File: src/rtl/punc_exec_unit.sv
// rtl/punc_exec_unit.sv - PUnC execute/writeback unit: register file, ALU, shifts, NZP
// Define PUNC_EXEC_MUL_EN to build the iterative shift-add multiplier (op 6); otherwise op 6 is illegal.
module punc_exec_unit #(
  parameter int WIDTH    = 16,
  parameter int NUM_REGS = 8
) (
  input  logic                        clk,
  input  logic                        rst,
  input  logic                        op_valid,
  output logic                        op_ready,
  input  logic [2:0]                  op_code,
  input  logic [$clog2(NUM_REGS)-1:0] op_dst,
  input  logic [$clog2(NUM_REGS)-1:0] op_src0,
  input  logic [$clog2(NUM_REGS)-1:0] op_src1,
  input  logic [WIDTH-1:0]            op_imm,
  input  logic                        op_use_imm,
  input  logic                        op_cc_ld,
  output logic                        res_valid,
  output logic [WIDTH-1:0]            res_data,
  output logic                        res_illegal,
  output logic                        n,
  output logic                        z,
  output logic                        p,
  output logic                        busy,
  input  logic [$clog2(NUM_REGS)-1:0] rf_debug_addr,
  output logic [WIDTH-1:0]            rf_debug_data
);
  localparam int AW = $clog2(NUM_REGS);
  localparam int SW = $clog2(WIDTH);

`ifdef PUNC_EXEC_MUL_EN
  typedef enum logic [1:0] {S_IDLE, S_EXEC, S_MUL} state_t;
`else
  typedef enum logic [1:0] {S_IDLE, S_EXEC} state_t;
`endif

  state_t            state, state_nx;
  logic [WIDTH-1:0]  rf [NUM_REGS];
  logic [WIDTH-1:0]  a_q, b_q, b_in;
  logic [2:0]        code_q;
  logic [AW-1:0]     dst_q;
  logic              cc_q;
  logic              accept;
  logic [WIDTH-1:0]  exec_res, wb_data;
  logic              exec_ill, wb_en, wb_ill;

`ifdef PUNC_EXEC_MUL_EN
  logic [WIDTH-1:0]  acc_q, mul_sum;
  logic [SW-1:0]     cnt_q;
  logic              mul_last;

  // A shifts left and B shifts right each cycle, so B[0] always selects the current partial product
  assign mul_sum  = acc_q + (b_q[0] ? a_q : '0);
  assign mul_last = (cnt_q == SW'(WIDTH - 1));
`endif

  assign b_in          = op_use_imm ? op_imm : rf[op_src1];
  assign accept        = op_valid && op_ready;
  assign busy          = ~op_ready;
  assign rf_debug_data = rf[rf_debug_addr];

  always_comb begin
    exec_res = '0;
    exec_ill = 1'b0;
    case (code_q)
      3'd0:    exec_res = a_q + b_q;
      3'd1:    exec_res = a_q & b_q;
      3'd2:    exec_res = ~a_q;
      3'd3:    exec_res = a_q;
      3'd4:    exec_res = a_q << b_q[SW-1:0];
      3'd5:    exec_res = $signed(a_q) >>> b_q[SW-1:0];
      default: exec_ill = 1'b1;
    endcase
  end

  always_ff @(posedge clk or negedge rst) begin
    if (!rst) state <= S_IDLE;
    else      state <= state_nx;
  end

  always_comb begin
    state_nx = state;
    op_ready = 1'b0;
    wb_en    = 1'b0;
    wb_ill   = 1'b0;
    wb_data  = exec_res;
    case (state)
      S_IDLE: begin
        op_ready = 1'b1;
        if (op_valid) begin
`ifdef PUNC_EXEC_MUL_EN
          state_nx = (op_code == 3'd6) ? S_MUL : S_EXEC;
`else
          state_nx = S_EXEC;
`endif
        end
      end
      S_EXEC: begin
        wb_en    = 1'b1;
        wb_ill   = exec_ill;
        state_nx = S_IDLE;
      end
`ifdef PUNC_EXEC_MUL_EN
      S_MUL: begin
        if (mul_last) begin
          wb_en    = 1'b1;
          wb_data  = mul_sum;
          state_nx = S_IDLE;
        end
      end
`endif
      default: state_nx = S_IDLE;
    endcase
  end

  always_ff @(posedge clk or negedge rst) begin
    if (!rst) begin
      for (int i = 0; i < NUM_REGS; i++) rf[i] <= '0;
      a_q         <= '0;
      b_q         <= '0;
      code_q      <= '0;
      dst_q       <= '0;
      cc_q        <= 1'b0;
      res_valid   <= 1'b0;
      res_data    <= '0;
      res_illegal <= 1'b0;
      n           <= 1'b0;
      z           <= 1'b0;
      p           <= 1'b0;
`ifdef PUNC_EXEC_MUL_EN
      acc_q       <= '0;
      cnt_q       <= '0;
`endif
    end else begin
      res_valid <= 1'b0;
      if (accept) begin
        a_q    <= rf[op_src0];
        b_q    <= b_in;
        code_q <= op_code;
        dst_q  <= op_dst;
        cc_q   <= op_cc_ld;
`ifdef PUNC_EXEC_MUL_EN
        acc_q  <= '0;
        cnt_q  <= '0;
`endif
      end
`ifdef PUNC_EXEC_MUL_EN
      if (state == S_MUL) begin
        acc_q <= mul_sum;
        a_q   <= a_q << 1;
        b_q   <= b_q >> 1;
        cnt_q <= cnt_q + 1'b1;
      end
`endif
      // Illegal ops still strobe res_valid but leave the RF and NZP untouched
      if (wb_en) begin
        res_valid   <= 1'b1;
        res_illegal <= wb_ill;
        res_data    <= wb_ill ? '0 : wb_data;
        if (!wb_ill) begin
          rf[dst_q] <= wb_data;
          if (cc_q) begin
            n <= wb_data[WIDTH-1];
            z <= (wb_data == '0);
            p <= !wb_data[WIDTH-1] && (wb_data != '0);
          end
        end
      end
    end
  end
endmodule
File: config.mk
export PLATFORM = sky130hd
export DESIGN_NAME = punc_exec_unit
export DESIGN_NICKNAME = d
export VERILOG_FILES = /design/src/rtl/punc_exec_unit.sv
export SDC_FILE = /design/constraint.sdc
export NUM_CORES = 1
export LEC_CHECK = 0
export BUFFER_PORTS_ARGS = -buffer_cell sky130_fd_sc_hd__buf_2
export CORE_AREA = 3 3 144 146
export CTS_BUF_LIST = sky130_fd_sc_hd__clkbuf_8
export CTS_CLUSTER_DIAMETER = 80
export DETAILED_ROUTE_END_ITERATION = 6
export DIE_AREA = 0 0 147 149
export GPL_TIMING_DRIVEN = 0
export PLACE_DENSITY_LB_ADDON = 0.08
export SETUP_SLACK_MARGIN = 0.4
export SLEW_MARGIN = 20
export SYNTH_ARGS = -nofsm -noshare
export SYNTH_HDL_FRONTEND = slang
export SYNTH_SLANG_ARGS = --single-unit
File: constraint.sdc
create_clock -name clk -period 9.41 [get_ports clk]
set_input_delay 0.941 -clock clk [delete_from_list [all_inputs] [get_ports clk]]
set_output_delay 0.941 -clock clk [all_outputs]
set_load 0.02 [all_outputs]
==> out/results.txt <==
Fmax - 0.220 GHz
Sink Count - 189
ys async rst share - 1.00
outcome - completed
grt total ovfl - 0
DR vias - 10,842
Crit. End Element - register
placed cells - 1,533
Worst Path Max Fanout - 10
Final ANT Viol Nets - 0
ANT cells - 0
Period minus WS final - 4.55 ns
Seq/Total Area, Yosys - 0.377
P per Cell Area - 304 mW/mm2
CTS tree - yes
# fillers - 1,459
most common cell after layout, fill and taps aside - dfrtp_1
number of global-route vias before repair - 10,980
hpwl dp - 32.2 mm
CP required - 9.80 ns
synth warn - 0
Clk Tree Root Cell - clkbuf_8
I/O pin cnt - 75
H-tree lvl count - 4
Static Leakage - 5.73 nW
cts hold-fix bufs - 0
worst setup path class - reg2reg
Mean Syn Cell Area - 10.5 um2
Synth Flop Type - dfrtp_1
largest net degree at the start of global routing - 102
Hold/Removal Path Class - in2async
Netlist cell types - 76
most frequent cells in the layout - dfrtp_1, nand2_1, nor2_1
period utilization - 0.484
arrival time worst endpoint - 4.94 ns
Final TNS setup - 0 ns
TritonCTS buffer count - 17
synthesis-stage register bit count - 189
CTS Buffer Depth - 2
gpl congestion - 1.02
DRC viols - 0
Die ar. - 0.0219 mm2
first-pass GRT wire length - 63.7 mm
Placed Area - 0.0133 mm2
worst skew pair latency - 0.48 ns
GRT Util Overall - 0.384
buffer count from post-CTS setup fixing - 0
headroom to the max-slew limit - 0.336
share of layout cells above drive strength 1 - 0.230
crit start category - register
Final #Nets - 1,341
Die Y-Extent - 149 um
die width - 147 um
clk slew on worst S/H paths - 0.12 ns
number of synthesized flops with an enable pin - 0
Area growth syn-to-layout - 9.41%
post_cts resized - 0
Mapped Cells - 1,198
DRT iter0 DRCs - 1,156
I/O Buffers - 68
CORE AREA - 0.0195 mm2
synthesized area - 0.0125 mm2
maxcap violations - 0
total wire length - 41.0 mm
antenna violations before repair - 1
synthesized net count - 1,252
Fin. Hold Viols - 0
area fraction of the dominant cell type after synthesis - 0.377
Max rail drop VDD - 0.212 mV
cell taking the most area after synthesis - dfrtp_1
largest cells by area after synthesis - dfrtp_1, mux4_2, a21oi_1, mux2i_1, o21ai_0
skew final - 0.0229 ns
Layout Cells excl Fill - 1,565
Setup-failing EPs final - 0
worst-margin pin slew - 0.988 ns
wire per inst - 26.2 um
row count - 51
Final Instance Area - 0.0137 mm2
RSZ-0062 raised after global routing - no
TritonRoute pass-1 iters - 5
starting density of the core - 0.642
number of slew-limit violations in the final report - 0
Avg Vias per Cell - 6.93
total power draw - 4.17 mW
through the flow:
stage	utilization	hold WS, ns	setup WS, ns
2_1_floorplan	-	0.451	5.89
3_3_place_gp	0.677	0.376	4.49
3_5_place_dp	0.680	0.416	4.97
4_1_cts	0.702	0.443	4.97
5_1_grt	0.703	0.456	4.73
6_report	0.703	0.442	4.86
state kept, by name, indices dropped and copies added, names as in the netlist:
name,flops
b_q,16
n,1
a_q,16
rf,128
res_valid,1
z,1
dst_q,3
code_q,3
cc_q,1
state,1
res_illegal,1
p,1
res_data,16
synthesized netlist by cell type (4+ instances only):
cell      number
nor3b_1        4
a21oi_1      106
nand3b_1       4
a31oi_1        6
mux2i_1       52
mux4_2       108
a22oi_1        9
nand2_1      136
buf_6          7
o22ai_1       13
a21o_1         7
buf_2          9
o21ai_0      104
mux2_4         5
o211ai_1       9
nand2b_1       6
dfrtp_1      189
buf_1         17
nand3_1       11
xnor2_1       22
clkbuf_1      66
and3_1         5
inv_1         13
nor2b_1        9
a211o_1        6
nor2_1       121
mux2_2        46
a211oi_1       5
nor3_1        10
ha_1          17
o22a_1         4
worst paths after layout:
| check | start | endpoint | slack [ns] | cells past startpoint |
|---|---|---|---|---|
| setup / recovery | b_q[1]$_DFFE_PN0P_ | p$_DFFE_PN0P_ | 4.86 | 13 |
| hold / removal | rst | res_data[6]$_DFFE_PN0P_ | 0.44 | 1 |
| setup reg to reg | b_q[1]$_DFFE_PN0P_ | p$_DFFE_PN0P_ | 4.86 | 13 |
| hold reg to reg | state[0]$_DFFE_PN0P_ | res_valid$_DFF_PN0_ | 0.44 | 0 |
| max in group asynchronous | rst | rf[104]$_DFFE_PN0P_ | 8.01 | 2 |
| min in group clk | state[0]$_DFFE_PN0P_ | res_valid$_DFF_PN0_ | 0.44 | 0 |
critical path: stages, from the launching register on:
cell	delay (ns)
dfrtp_1	0.43
buf_2	0.27
inv_2	0.16
buf_2	0.27
fa_1	0.47
nor2b_1	0.17
o211ai_1	0.23
o2bb2ai_1	0.22
xnor2_1	0.18
a2111oi_4	0.90
and4_1	0.31
nand4_1	0.10
or4_1	0.51
a22o_1	0.23
kinds of logic after synthesis:
kind of cell             after synthesis  synth area share
adder cells (fa/ha/maj)               18            0.0186
AND/OR/NAND/NOR                      332             0.118
AO/OA/AOI/OAI                        304             0.144
XOR/XNOR                              25            0.0175
flip-flops                           189             0.377
multiplexers                         212             0.284
buffers and inverters                118            0.0409
cell type report:
class,count,area (um2),area share
multi-input combinational,891,7350,0.535
sequential,189,4730,0.345
buffer,102,453,0.0330
timing repair buffer,70,385,0.0281
tap,265,332,0.0242
clock buffer,18,248,0.0181
clock inverter,14,166,0.0121
inverter,16,60.1,0.00438
report_power, final:
group / switching, mW / leakage, nW / internal (mW)
Sequential: 0.402 / 2.37 / 1.13
Combinational: 1.15 / 3.16 / 0.943
Clock: 0.336 / 0.204 / 0.209
per-layer routing:
metal	track usage	part of all wire	up-vias	wire [um]
met4	0.237	0.070	2	2880
li1	-	-	4631	-
met2	0.647	0.50	683	20300
met3	0.0778	0.087	187	3580
met5	0	0.00037	-	15
met1	0.456	0.35	5339	14200
Note: power is estimated with default switching activity, not from simulation.
